<file path="config.mk">
export PLATFORM = sky130hd
export DESIGN_NAME = core_run_ctrl
export DESIGN_NICKNAME = d
export VERILOG_FILES = /design/src/rtl/core_run_ctrl.sv
export SDC_FILE = /design/constraint.sdc
export NUM_CORES = 1
export LEC_CHECK = 0
export ABC_AREA = 0
export CORE_MARGIN = 8
export CORE_UTILIZATION = 47
export DETAILED_ROUTE_END_ITERATION = 10
export GPL_TIMING_DRIVEN = 0
export HOLD_SLACK_MARGIN = 0.1
export PLACE_DENSITY = 0.87
export SLEW_MARGIN = 40
export SYNTH_ARGS = -nofsm -noshare
export SYNTH_HDL_FRONTEND = slang
export SYNTH_SLANG_ARGS = --single-unit
</file>
<file path="constraint.sdc">
create_clock -name clk -period 4.9 [get_ports clk]
set_input_delay 0.98 -clock clk [delete_from_list [all_inputs] [get_ports clk]]
set_output_delay 0.98 -clock clk [all_outputs]
set_load 0.005 [all_outputs]
</file>
<file path="src/rtl/core_run_ctrl.sv">
// -----------------------------------------------------------------------------
// core_run_ctrl
//   Run/stall sequencer for the single-cycle core. Produces one clock-enable
//   (core_en) that gates both the PC update and the register-file write.
//   Supports start/stop/single-step, stalls on IN reads until in_valid,
//   detects the halt idiom (unconditional branch with CONST == 0), counts
//   retired instructions (saturating) and optionally stops at a PC breakpoint.
//
//   Optional feature macro: CORE_RUN_CTRL_BREAKPOINT_EN
//     defined   -> PC breakpoint with one-shot skip after a resume
//     undefined -> no breakpoint logic; pc, bp_addr and bp_valid are unused
//
//   Ports
//     clk, reset      clock, synchronous active-high reset
//     start/stop/step run control (stop > start > step)
//     pc              current core PC
//     instr_b         instruction B field (unconditional branch)
//     instr_ws        instruction WS field (1 = IN)
//     instr_const     instruction CONST field
//     in_valid        external IN data valid
//     in_ready        IN consumed this cycle (combinational)
//     core_en         PC / regfile write enable this cycle (combinational)
//     state           IDLE=0, RUN=1, WAIT_IN=2, HALT=3 (registered)
//     halted          high while in HALT (registered)
//     retired         count of core_en cycles, saturating
//     bp_addr         breakpoint PC
//     bp_valid        breakpoint armed
// -----------------------------------------------------------------------------
module core_run_ctrl #(
  parameter int PC_W  = 8,
  parameter int CNT_W = 32
) (
  input  logic             clk,
  input  logic             reset,
  input  logic             start,
  input  logic             stop,
  input  logic             step,
  input  logic [PC_W-1:0]  pc,
  input  logic             instr_b,
  input  logic [1:0]       instr_ws,
  input  logic [7:0]       instr_const,
  input  logic             in_valid,
  output logic             in_ready,
  output logic             core_en,
  output logic [1:0]       state,
  output logic             halted,
  output logic [CNT_W-1:0] retired,
  input  logic [PC_W-1:0]  bp_addr,
  input  logic             bp_valid
);

  typedef enum logic [1:0] {
    S_IDLE    = 2'd0,
    S_RUN     = 2'd1,
    S_WAIT_IN = 2'd2,
    S_HALT    = 2'd3
  } state_e;

  state_e           state_q, state_d;
  logic             halted_q;
  logic [CNT_W-1:0] retired_q;
  logic             exec_en;
  logic             start_run;
  logic             bp_hit;

  // Instruction decode terms.
  logic halt_instr, needs_in, can_exec;
  assign halt_instr = instr_b & (instr_const == 8'd0);
  assign needs_in   = (instr_ws == 2'd1);
  assign can_exec   = ~halt_instr & (~needs_in | in_valid);

  // Leaving IDLE through start (stop has priority).
  assign start_run  = (state_q == S_IDLE) & ~stop & start;

`ifdef CORE_RUN_CTRL_BREAKPOINT_EN
  // skip_bp lets a resume at the breakpoint PC execute that instruction once.
  logic skip_bp_q, skip_bp_d;

  assign bp_hit = bp_valid & (pc == bp_addr) & ~skip_bp_q;

  always_comb begin
    skip_bp_d = skip_bp_q;
    if (start_run)    skip_bp_d = 1'b1;
    else if (core_en) skip_bp_d = 1'b0;
  end

  always_ff @(posedge clk) begin
    if (reset) skip_bp_q <= 1'b0;
    else       skip_bp_q <= skip_bp_d;
  end
`else
  assign bp_hit = 1'b0;
  logic unused_bp;
  assign unused_bp = &{1'b0, pc, bp_addr, bp_valid};
`endif

  // NOTE: every signal driven here gets a default first so no latch is inferred.
  always_comb begin
    state_d = state_q;
    exec_en = 1'b0;
    unique case (state_q)
      S_IDLE: begin
        if (stop) begin
          state_d = S_IDLE;
        end else if (start) begin
          state_d = S_RUN;
        end else if (step) begin
          if (halt_instr)    state_d = S_HALT;
          else if (can_exec) exec_en = 1'b1;
          // step on an IN read without data is ignored
        end
      end
      S_RUN: begin
        if (stop)                      state_d = S_IDLE;
        else if (halt_instr)           state_d = S_HALT;
        else if (bp_hit)               state_d = S_IDLE;
        else if (needs_in & ~in_valid) state_d = S_WAIT_IN;
        else                           exec_en = 1'b1;
      end
      S_WAIT_IN: begin
        if (stop) begin
          state_d = S_IDLE;
        end else if (in_valid) begin
          exec_en = 1'b1;
          state_d = S_RUN;
        end
      end
      S_HALT: begin
        if (stop) state_d = S_IDLE;
      end
      default: state_d = S_IDLE;
    endcase
  end

  // Reset masks the Mealy outputs in the same cycle it is asserted.
  assign core_en  = exec_en & ~reset;
  assign in_ready = core_en & needs_in;

  // NOTE: sequential state uses non-blocking assignments so all registers
  // update from pre-edge values.
  always_ff @(posedge clk) begin
    if (reset) begin
      state_q   <= S_IDLE;
      halted_q  <= 1'b0;
      retired_q <= '0;
    end else begin
      state_q  <= state_d;
      halted_q <= (state_d == S_HALT);
      if (core_en && (retired_q != {CNT_W{1'b1}}))
        retired_q <= retired_q + 1'b1;
    end
  end

  assign state   = state_q;
  assign halted  = halted_q;
  assign retired = retired_q;

endmodule

</file>
# After elaboration in Yosys (flattened, before gate mapping)
# Cells that the tools add are included.
# op_classes
addsub	1
n_eq_ne	6
n_mux	22
n_bitwise	10
reduce_logical	3
# op_table
cell	n
$add A32 B1 Y32 const B	1
$ne A32 B32 Y1 const B	1
$mux W2	10
$mux W1	10
$logic_not A8 Y1	1
$pmux W2 S4	1
$eq A2 B2 Y1 const B	3
$and A1 B1 Y1	5
$eq A2 B1 Y1 const B	2
$not A1 Y1	4
$pmux W1 S3	1
$logic_not A2 Y1	1
$logic_and A1 B1 Y1	1
$or A1 B1 Y1	1
# totals
reg_bits	35
word_cells	45

# Depth between registers and ports, before layout
# Gate-level depths: netlist (run 1).
# logic_depth
word_depth	12
depth_mapped	10

# Least setup slack after synthesis (run 1)
# Ideal clock, no wire load.
# synth_timing
kind	input-to-output
from	input instr_const[5]
to	output in_ready
arrival_ns	1.998
t_required_ns	3.920
path_slack_ns	1.922
path_stages	6
n_path_buf	2
path_cell_list	nor3_1 and4b_1 clkbuf_1 o22a_1 buf_6 nor4b_1
# synth_via
elab_chain_cells	12
elab_cells_between_ends	14
# synth_lines
element	line_no	text
start: declaration	41	input logic [7:0] instr_const,
$logic_not A8 Y1 (*)	68	assign halt_instr = instr_b & (instr_const == 8'd0);
$and A1 B1 Y1 (*)	68	
$not A1 Y1	70	assign can_exec = ~halt_instr & (~needs_in | in_valid);
$and A1 B1 Y1	70	
$mux W1	109	else if (can_exec) exec_en = 1'b1;
$mux W1	108	if (halt_instr) state_d = S_HALT;
$mux W1	107	end else if (step) begin
$mux W1	105	end else if (start) begin
$mux W1	103	if (stop) begin
$pmux W1 S3 (*)	101	unique case (state_q)
$and A1 B1 Y1 (*)	136	assign core_en = exec_en & ~reset;
$and A1 B1 Y1 (*)	137	assign in_ready = core_en & needs_in;
end: declaration	43	output logic in_ready,
# Every way passes the cells marked *; elsewhere a longest branch is shown, timed or not.

# Worst setup path in the final report (run 1)
# Same ends and word-level chain as after synthesis.

==> flow_metrics.tcl, run 1 <==
set metrics [dict create \
    grt_pass1_vias 1938 \
    insertion_delay_ns 0.29 \
    cts.clk_slew.worst_paths_ns 0.07 \
    ctsHoldBuffers 0 \
    final_hold_viol_count 0 \
    path_cells "clkdlybuf4s50_1 > nor3_1 > and4b_1 > clkbuf_1 > o22a_1 > buf_6 > nor4b_1 > clkdlybuf4s50_1" \
    cp_slowest_cell "clkdlybuf4s50_1" \
    portBuffers 53 \
    synth-edff-count 0 \
    hpwl_um 4142 \
    min_to "retired[1]" \
    mostFrequentLayoutCells "clkdlybuf4s50_1, dfxtp_1, nand2_1" \
    cp_max_fo 9 \
    r2r-start "retired[11]" \
    initial_core_util_pct 48.02 \
    ir_drop_v 0.0001636 \
    crit_family "buffers and inverters" \
    synthFlopType "dfxtp_1" \
    final_common_cell "clkdlybuf4s50_1" \
    wl_per_cell_um 16.06 \
    r2r_setup_slack_ns 2.22 \
    avgSynthCellArea_um2 8.031 \
    r2r_end "retired[29]" \
    critPathMostFrequentCell "clkdlybuf4s50_1" \
    grt_antenna_before_repair 0 \
    synth_top_area_cell "dfxtp_1" \
    fp.dieH_um 79.24 \
    cpPeakStageDelay_ns 0.57 \
    clock-sinks 35 \
    dr.first_iter.drc_count 143 \
    synthMuxAreaShare_pct 1.664 \
    r2r_cells 6 \
    cts_tree "yes" \
    die_area_um2 6278 \
    setup_viol 0 \
    worstMarginPinSlew_ns 0.7487 \
    synthSimpleGateAreaFrac_pct 36.48 \
    final.period_utilization_pct 82.82 \
    hp-class "register to register" \
    final_max_slew_viol_count 0 \
    cts_setup_buffers 0 \
    cts_buffer_depth 2 \
    gp_congestion 0.9068 \
    drive_gt1_share_pct 6.102 \
    syn_nets 269 \
    synth-warning-count 0 \
    fin_crit_ns 4.058 \
    core_area_um2 3914 \
    synth.area.top_cells "dfxtp_1, a21oi_1, nand2_1" \
    fin_worst_skew_ns 0.005533 \
    diodes 0 \
    syn_inst 234 \
    finalSetupTns_ns 0 \
    critical_path_class "input pin to output port" \
    drc_errors 0 \
    root_buffer "clkbuf_8" \
    antenna_left 0 \
    power_density_nw_per_um2 229.6 \
    drt_pass1_iterations 4 \
    critical_path_arrival_ns 3.08 \
    async_flop_share_pct 0 \
    placed_cells 337 \
    crit_required_ns 3.92 \
    synth.ff_latch_count 35 \
    syn_area_um2 1879 \
    synth_cell_types 47 \
    hold_depth 2 \
    stdcell_count 345 \
    grtUsageTotal_pct 17.42 \
    synthToLayoutAreaGrowth_pct 37.82 \
    outcome "complete, no violations" \
    worstHoldStart "retired[1]" \
    fmaxAchievable_mhz 246.4 \
    synth_compound_area_share_pct 16.44 \
    row_count 23 \
    max_slew_margin_pct 49.70 \
    htree_levels 2 \
    rsz0062_at_grt "false" \
    die_w_um 79.24 \
    path_buf_inv 4 \
    critPathCaptureType "output port" \
    leakage_uw 0.0008069 \
    grt_max_degree 12 \
    grt_remaining_overflow 0 \
    via_per_inst 5.948 \
    yosys.area_share.adder_pct 0.6658 \
    worst_setup_path_start_kind "input pin" \
    cts_inserted_buffers 5 \
    synth_top_family_by_area "simple AND/OR/NAND/NOR gates" \
    synth-xor-area-share_pct 3.728 \
    routed_wl_um 5542 \
    cts.repair.resized 0 \
    ios 71 \
    grt_first_pass_wirelength_um 8873 \
    num_vias 2052 \
    fin_nets 329 \
    maxCapViolations 0 \
    synth_top_area_share_pct 37.28 \
    ys_seq_area_share_pct 37.28 \
]
==> Yosys cell counts, types with 2 or more instances <==
cell,count
and3_1,3
nand2_1,23
nor2_1,16
mux2i_1,2
xnor2_1,4
nand4_1,7
inv_1,3
or4_1,7
dfxtp_1,35
a21oi_1,19
nor4b_1,2
o211ai_1,2
clkbuf_1,7
buf_6,2
buf_2,2
and2_1,6
or3_1,9
xor2_1,4
nor4_1,6
nor2b_1,3
and4_1,5
o31ai_1,7
nand3_1,16
o21ai_0,11
o41ai_1,2
nor3_1,10
==> how the worst max path moves through the flow <==
stage,start,to,cells past startpoint
detailed placement,instr_const[5],in_ready,8
global route,instr_const[0],in_ready,8
finish,instr_const[5],in_ready,8
floorplan,instr_const[5],in_ready,6
CTS,instr_const[5],in_ready,8
global placement,instr_const[5],in_ready,8
==> per-stage QoR <==
stage | setup slack (ns) | total power, uW | hold WS [ns] | util, % | instance area (um^2)
2_1_floorplan | 1.922 | 309.3 | 0.4766 | - | 1879
3_3_place_gp | 0.9170 | 331.0 | 0.4781 | 63.17 | 2472
3_5_place_dp | 0.8424 | 332.1 | 0.4957 | 63.17 | 2472
4_1_cts | 0.8220 | 598.5 | 0.5091 | 66.18 | 2590
5_1_grt | 0.7600 | 612.6 | 0.5334 | 66.18 | 2590
6_report | 0.8418 | 594.6 | 0.5047 | 66.18 | 2590
==> routing by layer <==
| layer | wire, um | part of all wire (%) | vias to the layer above | global-route usage (%) |
|---|---|---|---|---|
| li1 | - | - | 1001 | - |
| met1 | 2259 | 41 | 956 | 20.24 |
| met2 | 2785 | 50 | 82 | 29.75 |
| met3 | 368 | 6.6 | 13 | 3.725 |
| met4 | 129 | 2.3 | 0 | 8.148 |
| met5 | 0 | 0 | - | 0 |
==> power breakdown <==
part,internal (uW),switching (uW),total [uW]
combinational,20.2,18.6,38.8
sequential,285,1.59,287
clock,165,104,269
==> area by class of cell <==
| class | instances | area, um^2 |
|---|---|---|
| plain buffers | 11 | 58.81 |
| fillers | 328 | 1324 |
| repair buffers | 53 | 530.5 |
| clock buffers | 6 | 82.58 |
| multi-input cells | 185 | 1109 |
| well taps | 50 | 62.56 |
| flip-flops and latches | 35 | 700.7 |
| inverters | 3 | 11.26 |
| clock inverters | 2 | 35.03 |
==> state kept, by name, summed over array words and instances, names as in the netlist <==
register  cells
halted        1
retired      32
state         2
==> worst reg2reg max path, cell delays in order, from the launching register on <==
cell     delay, ns
dfxtp_1       0.40
nand2_1       0.14
or2_2         0.35
nor3_1        0.59
nand3_1       0.38
or4_1         0.57
a21oi_1       0.17
==> cells by family after synthesis <==
kind of cell,Yosys count
xor+xnor,8
buf+inv,14
mux,3
flops,35
simple gates,123
compound gates,50
fa+ha+maj,1
No activity file was read; power rests on OpenSTA's default activity.
==> run 2: changes to the inputs <==
--- a/config.mk
+++ b/config.mk
@@ -7,11 +7,11 @@
 export LEC_CHECK = 0
 export ABC_AREA = 0
 export CORE_MARGIN = 8
-export CORE_UTILIZATION = 47
+export CORE_UTILIZATION = 40
 export DETAILED_ROUTE_END_ITERATION = 10
 export GPL_TIMING_DRIVEN = 0
 export HOLD_SLACK_MARGIN = 0.1
-export PLACE_DENSITY = 0.87
+export PLACE_DENSITY = 0.79
 export SLEW_MARGIN = 40
 export SYNTH_ARGS = -nofsm -noshare
 export SYNTH_HDL_FRONTEND = slang
==> constraint.sdc (replaced) <==
create_clock -name clk -period 3.5 [get_ports clk]
set_input_delay 0.7 -clock clk [delete_from_list [all_inputs] [get_ports clk]]
set_output_delay 0.7 -clock clk [all_outputs]
set_load 0.005 [all_outputs]
==> run 2 against run 1 <==
Effect of this change:
- combinational power rose by 44%
- hold slack barely moved
- final cell count rose by 0.87%
- design area fell by 0.29%
- clock-buffer cell count rose by 2
- clock power rose by 20%
- non-clock buffer count fell by 1
- clock skew barely moved
- sequential share of layout area rose by 0.079 points
==> flow_metrics.tcl, run 2 (synthesis results as in run 1) <==
set metrics [dict create \
    critPathCaptureType "output port" \
    antenna_left 0 \
    ir_drop_v 0.0002623 \
    via_per_inst 5.724 \
    setup_viol 0 \
    wl_per_cell_um 15.67 \
    min_to "retired[1]" \
    final.period_utilization_pct 93.80 \
    cts_setup_buffers 0 \
    grt_pass1_vias 1836 \
    fin_crit_ns 3.283 \
    path_cells "clkdlybuf4s50_1 > or3b_2 > o211ai_1 > o22a_1 > buf_6 > nor2_1 > clkdlybuf4s50_1" \
    critPathMostFrequentCell "clkdlybuf4s50_1" \
    cp_slowest_cell "or3b_2" \
    ios 71 \
    wl_met1_um 2474 \
    grt_antenna_before_repair 0 \
    cpPeakStageDelay_ns 0.48 \
    hpwl_um 4174 \
    synthToLayoutAreaGrowth_pct 37.42 \
    maxCapViolations 0 \
    portBuffers 53 \
    cts_buffer_depth 2 \
    highest_layer "met4" \
    gp_congestion 0.8982 \
    diodes 0 \
    hold_depth 2 \
    num_vias 1992 \
    insertion_delay_ns 0.29 \
    finalSetupTns_ns 0 \
    hp-class "register to register" \
    grt_first_pass_wirelength_um 8818 \
    die_area_um2 7148 \
    row_count 25 \
    placed_cells 341 \
    dr.first_iter.drc_count 153 \
    drt_pass1_iterations 4 \
    routed_wl_um 5452 \
    core_area_um2 4629 \
    grt_remaining_overflow 0 \
    r2r_cells 6 \
    cts_inserted_buffers 5 \
    grtUsageTotal_pct 15.18 \
    outcome "complete, no violations" \
    stdcell_count 348 \
    crit_required_ns 2.80 \
    final_max_slew_viol_count 0 \
    wl_met2_um 2653 \
    fmaxAchievable_mhz 304.6 \
    crit_family "buffers and inverters" \
    cts_tree "yes" \
    drc_errors 0 \
    final_common_cell "clkdlybuf4s50_1" \
    power_density_nw_per_um2 302.5 \
    r2r-start "retired[3]" \
    worstMarginPinSlew_ns 0.7238 \
    worst_setup_path_start_kind "input pin" \
    critical_path_arrival_ns 2.58 \
    fin_nets 328 \
    r2r_setup_slack_ns 0.88 \
    htree_levels 2 \
    clock-sinks 35 \
    cp_max_fo 9 \
    cts.clk_slew.worst_paths_ns 0.07 \
    root_buffer "clkbuf_8" \
    fp.dieH_um 84.55 \
    mostFrequentLayoutCells "clkdlybuf4s50_1, dfxtp_1, nand2_1" \
    fin_worst_skew_ns 0.005743 \
    worstHoldStart "retired[1]" \
    largest_reg_flops 32 \
    leakage_uw 0.0008149 \
    r2r_end "retired[27]" \
    drive_gt1_share_pct 6.122 \
    max_slew_margin_pct 51.37 \
    initial_core_util_pct 40.59 \
    path_buf_inv 3 \
    grt_max_degree 11 \
    critical_path_class "input pin to output port" \
    fillers 445 \
    die_w_um 84.55 \
    met3_length_um 278 \
    rsz0062_at_grt "false" \
    final_hold_viol_count 0 \
]
-- run 2: worst reg2reg max path, stage by stage, from the launching register on --
cell and delay, ns:
dfxtp_1 0.44, and4_1 0.28, nand2_1 0.13, nor3_1 0.63
nand3_1 0.35, or4_1 0.57, a21oi_1 0.16
-- run 2: what timing repair did --
item / CTS / global route
hold buffers: 0 / 0
endpoints found under the setup margin: 0 / 2
gates resized for setup: 0 / 2
-- run 2: worst max-delay path by stage --
stage                              start  cells after the start           to  slack [ns]
after floorplan           instr_const[5]                      9  retired[27]        0.92
after CTS                 instr_const[4]                      8     in_ready       0.001
after global placement    instr_const[5]                      8     in_ready        0.06
after detailed placement  instr_const[4]                      8     in_ready       0.004
final                        instr_ws[0]                      7      core_en        0.22
after global routing         instr_ws[0]                      7      core_en        0.11
-- run 2: power breakdown --
group | total (uW) | leakage (uW) | switching (uW) | internal (uW)
Clock | 324 | 0.0000515 | 144 | 180
Combinational | 56.0 | 0.000481 | 27.4 | 28.6
Sequential | 401 | 0.000282 | 2.03 | 399
Total | 781 | 0.000815 | 174 | 608
-- run 2: layout make-up --
class                   instances  area (um^2)  share of cell area, %
plain buffers                  10        55.05                  2.132
clock buffers                   8        100.1                  3.876
inverters                       3        11.26                 0.4360
multi-input cells             185         1115                  43.17
flip-flops and latches         35        700.7                  27.13
well taps                      54        67.56                  2.616
repair buffers                 53        533.0                  20.64
-- run 2: per-stage QoR --
| step | setup slack (ns) | hold slack [ns] | power (uW) | utilization, % | instance area (um^2) |
|---|---|---|---|---|---|
| 2_1_floorplan | 0.9152 | 0.4766 | 433.1 | - | 1879 |
| 3_3_place_gp | 0.06064 | 0.4837 | 464.1 | 53.51 | 2477 |
| 5_1_grt | 0.1135 | 0.5409 | 806.2 | 55.78 | 2582 |
| 3_5_place_dp | 0.003935 | 0.4937 | 465.7 | 53.51 | 2477 |
| 4_1_cts | 0.001012 | 0.5034 | 781.0 | 55.68 | 2577 |
| 6_report | 0.2170 | 0.5043 | 781.3 | 55.78 | 2582 |
-- run 2: metal layers --
metal  GRT usage (%)  up-vias
li1                -      997
met1           17.97      942
met2           26.20       45
met3           3.902        8
met4           4.369        0
met5               0        -
